[src/rtl/bits_regs_mc.sv]
// bits_regs_mc: APB3 register file driving NUM_CH BITS cores with start/done tracking.
// Define BITS_REGS_ELAPSED_EN to build the per-channel start-to-done cycle counters.
module bits_regs_mc #(
  parameter int NUM_CH = 4,
  parameter int VAL_W  = 64
) (
  input  logic                    clk,
  input  logic                    resetB,
  input  logic [7:2]              paddr,
  input  logic                    psel,
  input  logic                    penable,
  input  logic                    pwrite,
  input  logic [31:0]             pwdata,
  output logic                    pready,
  output logic [31:0]             prdata,
  output logic                    pslverr,
  input  logic [NUM_CH-1:0]       done,
  input  logic [NUM_CH*VAL_W-1:0] bits_value,
  input  logic [NUM_CH*16-1:0]    version_sum,
  input  logic [NUM_CH*16-1:0]    bit_counter,
  output logic [NUM_CH-1:0]       start,
  output logic [NUM_CH*16-1:0]    expected_bytes,
  output logic                    irq
);
  typedef enum logic {IDLE, RUN} st_t;
  st_t               st     [NUM_CH];
  logic [15:0]       exp_q  [NUM_CH];
  logic [15:0]       vsum_q [NUM_CH];
  logic [VAL_W-1:0]  val_q  [NUM_CH];
  logic [31:0]       ela_v  [NUM_CH];
  logic [NUM_CH-1:0] start_q, sts, ien, busy;
  logic [2:0]        blk, off;
  logic              acc, glb, mapped, ro, err, wr_ok, gw;
  logic [31:0]       rdat;
  logic              unused_ok;
  assign blk       = paddr[7:5];
  assign off       = paddr[4:2];
  assign acc       = psel & penable;
  assign glb       = blk == 3'd0;
  assign mapped    = glb ? ~off[2] : (32'(blk) <= NUM_CH) && (off < 3'd6);
  assign ro        = glb ? off == 3'd3 : off != 3'd0;
  assign err       = acc & (~mapped | (pwrite & ro));
  assign wr_ok     = acc & pwrite & ~err;
  assign gw        = wr_ok & glb;
  assign pready    = 1'b1;
  assign pslverr   = err;
  assign prdata    = (acc & ~pwrite & ~err) ? rdat : '0;
  assign start     = start_q;
  assign irq       = |(sts & ien);
  assign unused_ok = ^pwdata[31:16];
  for (genvar g = 0; g < NUM_CH; g++) begin : g_ch
    assign busy[g]                  = st[g] == RUN;
    assign expected_bytes[g*16+:16] = exp_q[g];
  end
  always_comb begin
    rdat = glb ? (off == 3'd1 ? 32'({8'(busy), 8'(sts)}) :
                  off == 3'd2 ? 32'(ien) :
                  off == 3'd3 ? {8'hB1, 8'(NUM_CH), 16'(VAL_W)} : '0) : '0;
    for (int c = 0; c < NUM_CH; c++)
      if (32'(blk) == 32'(c + 1))
        rdat = off == 3'd0 ? 32'(exp_q[c]) :
               off == 3'd1 ? 32'(vsum_q[c]) :
               off == 3'd2 ? 32'(bit_counter[c*16 +: 16]) :
               off == 3'd3 ? 32'(val_q[c] >> 32) :
               off == 3'd4 ? val_q[c][31:0] :
               off == 3'd5 ? ela_v[c] : '0;
  end
  always_ff @(posedge clk or negedge resetB)
    if (!resetB) begin
      start_q <= '0;
      sts     <= '0;
      ien     <= '0;
      for (int c = 0; c < NUM_CH; c++) begin
        st[c]     <= IDLE;
        exp_q[c]  <= '0;
        vsum_q[c] <= '0;
        val_q[c]  <= '0;
      end
    end else begin
      start_q <= (gw && off == 3'd0) ? pwdata[NUM_CH-1:0] : '0;
      if (gw && off == 3'd2) ien <= pwdata[NUM_CH-1:0];
      for (int c = 0; c < NUM_CH; c++) begin
        if (wr_ok && 32'(blk) == 32'(c + 1) && off == 3'd0) exp_q[c] <= pwdata[15:0];
        // start beats a same-cycle done, and a done capture beats a same-cycle W1C
        if (start_q[c]) begin
          st[c]     <= RUN;
          sts[c]    <= 1'b0;
          vsum_q[c] <= '0;
          val_q[c]  <= '0;
        end else if (st[c] == RUN && done[c]) begin
          st[c]     <= IDLE;
          sts[c]    <= 1'b1;
          vsum_q[c] <= version_sum[c*16 +: 16];
          val_q[c]  <= bits_value[c*VAL_W +: VAL_W];
        end else if (gw && off == 3'd1 && pwdata[c]) begin
          sts[c] <= 1'b0;
        end
      end
    end
`ifdef BITS_REGS_ELAPSED_EN
  logic [31:0] ela_q [NUM_CH];
  always_ff @(posedge clk or negedge resetB)
    if (!resetB) begin
      for (int c = 0; c < NUM_CH; c++) ela_q[c] <= '0;
    end else begin
      for (int c = 0; c < NUM_CH; c++)
        if (start_q[c]) ela_q[c] <= '0;
        else if (busy[c] && !(&ela_q[c])) ela_q[c] <= ela_q[c] + 32'd1;
    end
  always_comb
    for (int c = 0; c < NUM_CH; c++) ela_v[c] = ela_q[c];
`else
  always_comb
    for (int c = 0; c < NUM_CH; c++) ela_v[c] = '0;
`endif
endmodule
[config.mk]
export PLATFORM = sky130hd
export DESIGN_NAME = bits_regs_mc
export DESIGN_NICKNAME = d
export VERILOG_FILES = /design/src/rtl/bits_regs_mc.sv
export SDC_FILE = /design/constraint.sdc
export NUM_CORES = 1
export LEC_CHECK = 0
export CAP_MARGIN = 20
export CORE_AREA = 4 4 205 207
export CTS_BUF_LIST = sky130_fd_sc_hd__clkbuf_4 sky130_fd_sc_hd__clkbuf_8 sky130_fd_sc_hd__clkbuf_16
export DETAILED_ROUTE_END_ITERATION = 8
export DIE_AREA = 0 0 209 211
export HOLD_SLACK_MARGIN = 0.1
export PLACE_DENSITY = 0.78
export SYNTH_ARGS = -nofsm -noshare
export SYNTH_HDL_FRONTEND = slang
export SYNTH_SLANG_ARGS = --single-unit
[constraint.sdc]
create_clock -name clk -period 7.8 [get_ports clk]
set_clock_uncertainty 0.2 [all_clocks]
set_input_delay 2.34 -clock clk [delete_from_list [all_inputs] [get_ports clk]]
set_output_delay 2.34 -clock clk [all_outputs]
set_load 0.03 [all_outputs]
==> Word-level counts from Yosys, hierarchy flattened <==
Cells that the tools add are included.
{ "word_totals": {"reg_bits": 400, "input_bits": 431, "output_inout_bits": 103, "word_cells": 146} }
{ "op_classes": {"magnitude_cmp": 2, "eq_ne": 8, "mux": 68, "bitwise": 14, "n_reduce_logical": 32} }
{ "op_table": {"columns": ["cell", "n"], "rows": [
  ["32-bit 2-to-1 mux", 29],
  ["64-bit 2-to-1 mux", 8],
  ["16-bit 2-to-1 mux", 8],
  ["1-bit 2-to-1 mux", 22],
  ["1-bit logical AND", 20],
  ["3-bit nonzero test", 5],
  ["3-bit by 2-bit equality test with 1-bit output (second input constant)", 4],
  ["1-bit bitwise AND", 8],
  ["2-bit nonzero test", 4],
  ["3-bit by 1-bit equality test with 1-bit output (second input constant)", 2],
  ["3-bit equality test (second input constant)", 2],
  ["3-bit logical NOT", 2],
  ["4-bit bitwise AND", 1],
  ["4-bit 2-to-1 mux", 1],
  ["1-bit NOT", 4],
  ["4-bit OR reduction", 1],
  ["3-bit less-or-equal comparator (second input constant)", 1],
  ["3-bit less-than comparator (second input constant)", 1],
  ["1-bit OR", 1]
]} }

==> Depth between registers and ports, before layout <==
{ "logic_depth": {"depth_word": 14, "mapped_depth": 8} }

==> Worst setup path after synthesis <==
Ideal clock, no wire load.
{ "synth_timing": {"path_type": "input -> output", "start": "input paddr[2] in the netlist's numbering", "end": "output prdata[30]", "arrival_ns": 4.930, "required_time_ns": 5.260, "slack_ns": 0.330, "cell_stages": 5, "n_path_buf": 2, "cell_sequence": "nor3b_1 -> clkbuf_1 -> buf_1 -> a221oi_1 -> a2111oi_0"} }
{ "synth_via": {"elab_chain_len": 11} }
{ "synth_lines": {"columns": ["element", "line_no", "rtl"], "rows": [
  ["start: declaration", "9", "input logic [7:2] paddr,"],
  ["3-bit equality test", "65", "off == 3'd4 ? val_q[c][31:0] :"],
  ["32-bit 2-to-1 mux", "65", null],
  ["32-bit 2-to-1 mux", "64", "off == 3'd3 ? 32'(val_q[c] >> 32) :"],
  ["32-bit 2-to-1 mux", "63", "off == 3'd2 ? 32'(bit_counter[c*16 +: 16]) :"],
  ["32-bit 2-to-1 mux", "62", "off == 3'd1 ? 32'(vsum_q[c]) :"],
  ["32-bit 2-to-1 mux", "61", "rdat = off == 3'd0 ? 32'(exp_q[c]) :"],
  ["32-bit 2-to-1 mux (4 in a row)", "60", "if (32'(blk) == 32'(c + 1))"],
  ["32-bit 2-to-1 mux (*)", "47", "assign prdata = (acc & ~pwrite & ~err) ? rdat : '0;"],
  ["end: declaration", "15", "output logic [31:0] prdata,"]
]} }
Mark *: on every way between the ends. The rest lies on a longest branch, timed or not.

==> Worst setup path in the final report <==
{ "layout_timing": {"start": "input paddr[7] in the netlist's numbering", "end": "output prdata[17]"} }
{ "layout_via": {"elab_chain_len": 9} }
{ "layout_lines": {"columns": ["element", "line_no", "rtl"], "rows": [
  ["3-bit less-or-equal comparator", "40", "assign mapped = glb ? ~off[2] : (32'(blk) <= NUM_CH) && (off < 3'd6);"],
  ["1-bit logical AND", "40", null],
  ["1-bit 2-to-1 mux", "40", null],
  ["1-bit NOT", "42", "assign err = acc & (~mapped | (pwrite & ro));"],
  ["1-bit OR", "42", null],
  ["1-bit bitwise AND", "42", null],
  ["1-bit NOT", "47", null],
  ["1-bit bitwise AND", "47", null],
  ["32-bit 2-to-1 mux (*)", "47", null]
]} }
Marks and branches as above.

==> impl_metrics.py <==
metrics = {
    "run_status": {
        "outcome": "finished, final reports clean",
    },
    "cts": {
        "clock_latency_ps": 590,
        "cts_sinks": 400,
        "holdBufCountCts": 0,
        "cts-buffers-inserted": 45,
        "clkTransAtPathRegs_ps": 60,
        "post_cts_buffers": 0,
        "ctsRootBufferMaster": "clkbuf_16",
        "htreeDepth": 2,
        "cts_buffer_depth": 3,
        "cts_tree": "yes",
        "cts_resized": 0,
    },
    "global_routing": {
        "grt_pass1_vias": 17400,
        "antenna_found_initial": 18,
        "grt_pass1_wl_mm": 115,
        "track_usage_pct": 34.4,
        "grt_max_degree": 168,
        "overflow": 0,
    },
    "timing": {
        "fin_setup_tns_ps": 0,
        "setup_viol": 0,
        "slew_violations": 0,
        "finalCritPeriodShare_pct": 97.1,
        "period_needed_ps": 7570,
        "tightestPinTransition_ps": 1000,
        "fmax_mhz": 132,
        "rsz0062_at_grt": "false",
        "relSlewSlack_pct": 33.1,
        "hold_viol": 0,
    },
    "floorplan": {
        "fp.dieW_microns": 209,
        "coreArea_sq_mm": 0.0404,
        "dieHeight_microns": 211,
        "die_area_sq_mm": 0.0441,
        "io_pins": 534,
        "start_util_pct": 45.8,
        "fp-row-count": 74,
    },
    "synthesis": {
        "ys_async_sr_fraction_pct": 100,
        "synth_area_leader_cell": "dfrtp_1",
        "synth_edf_count": 0,
        "synth_top_flop_cell": "dfrtp_1",
        "netlist_area_sq_mm": 0.0185,
        "seq_area_frac_synth_pct": 54.2,
        "synth_nets": 1997,
        "ys_warn_count": 0,
        "synth_cells": 1566,
        "synth_common_cells": "400 x dfrtp_1, 340 x a22o_1, 118 x clkbuf_1",
        "yosys.area.top_type_share_pct": 54.2,
        "synth.most_common_cell": "dfrtp_1",
        "synth.area.top_cells": "dfrtp_1 54%, a22o_1 16%, mux2_2 5.5%",
        "syn_avg_cell_area_sq_um": 11.8,
        "ys_ff_latch": 400,
        "yosysUniqueCellTypes": 65,
    },
    "worst_setup_path": {
        "path_max_fanout": 12,
        "critPathKind": "input port to output pin",
        "r2r_cells": 3,
        "arrival_ps": 5030,
        "required_ps": 5260,
        "crit_path_start_kind": "input port",
        "worstSetupEndpointType": "output pin",
    },
    "run": {
        "drv_cap": 0,
    },
    "power": {
        "power_density_mw_per_mm2": 194,
        "ir_drop_mv": 0.138,
        "p_leak_nw": 11.8,
        "p_total_mw": 5.11,
    },
    "finish": {
        "stdcell_area_sq_mm": 0.0263,
        "nets": 2487,
        "nFillCells": 3133,
        "syn_to_final_growth_pct": 42.2,
        "finish.utilization_pct": 65.1,
        "final_cells": 2642,
        "drive_above_1_share_pct": 15.0,
        "register_area_sq_mm": 0.0100,
        "multiInputGateArea_sq_mm": 0.00787,
    },
    "hold_path": {
        "whs_path_depth": 1,
        "holdCritPathClass": "register to register",
    },
    "placed_design": {
        "place.gp.congestion": 0.954,
        "dpl.hpwl_mm": 56.8,
        "portBuffers": 516,
        "dpl-instance-area_sq_mm": 0.0246,
        "place_inst": 2540,
    },
    "routing": {
        "finalWirelength_mm": 78.5,
        "dr.pass1.iters": 7,
        "num_vias": 17000,
        "drt_iter0_markers": 2098,
        "ant_nets": 0,
        "drc": 0,
        "wl_per_cell_microns": 29.7,
        "vias_per_cell": 6.42,
    },
}
cells by family after synthesis:
family / Yosys count / synth area share (%)
AOI/OAI and AO/OA: 664 / 28.2
adders and majority gates: 1 / 0.0542
buffers and inverters: 172 / 3.71
DFF: 400 / 54.2
muxes: 146 / 8.54
other: 1 / 0.0203
and+or+nand+nor: 182 / 5.29
through the flow:
stage / hold WS [ps] / setup WS [ps]
after global placement: 281 / 287
after global routing: 309 / 99.3
after detailed placement: 282 / 262
after CTS: 299 / 257
final: 296 / 230
after floorplan: 264 / 330
worst paths after layout:
path / end / slack [ps] / start
min in group asynchronous: val_q[208] / 1600 / resetB
min reg2reg: vsum_q[61] / 300 / vsum_q[61]
max: prdata[17] / 230 / paddr[7]
min: vsum_q[61] / 300 / vsum_q[61]
max reg2reg: val_q[18] / 5290 / start[3]
max in group asynchronous: vsum_q[42] / 4340 / resetB
power breakdown:
| part | switching, mW | internal, mW | total [mW] |
|---|---|---|---|
| sequential | 0.0388 | 2.12 | 2.16 |
| clock | 0.908 | 1.42 | 2.33 |
| combinational | 0.298 | 0.321 | 0.619 |
cells in the final DEF (no fill, tap or decap), types with 12 or more instances in the layout:
cell / instances
a21oi_1: 55
diode_2: 17
a21boi_0: 12
nor3_1: 34
nand2b_1: 43
clkbuf_16: 47
o22ai_1: 25
dfrtp_1: 400
mux2_2: 90
mux2i_1: 53
buf_4: 84
nor2_1: 43
nand2_1: 15
o21ai_0: 64
buf_12: 26
clkdlybuf4s50_1: 479
a22o_1: 340
a221oi_1: 41
a22oi_1: 45
inv_1: 19
final cells by class:
| cell class | instances | area share, % |
|---|---|---|
| Timing Repair Buffer | 593 | 22.7 |
| Antenna cell | 17 | 0.162 |
| Clock buffer | 63 | 5.19 |
| Clock inverter | 21 | 1.01 |
| Sequential cell | 400 | 38.1 |
| Inverter | 22 | 0.314 |
| Multi-Input combinational cell | 994 | 30.0 |
| Tap cell | 532 | 2.53 |
worst max-delay path, cell delays in order:
cell and delay [ps]:
clkdlybuf4s50_1 770, nor3_1 120, o21a_1 240, or3_1 490, nor3_1 230, o21a_1 150, clkdlybuf4s50_1 670
state kept, by name (all words and copies together), names as in the netlist:
name	cells
expected_bytes	64
ien	4
sts	4
vsum_q	64
val_q	256
start	4
busy	4
routing by layer:
metal | global-route usage [%] | routed length, microns
met1 | 45.7 | 30900
met2 | 52.5 | 35600
met4 | 17.4 | 4720
met3 | 9.10 | 7280
met5 | 0 | 65
(Power assumes the default switching activity.)
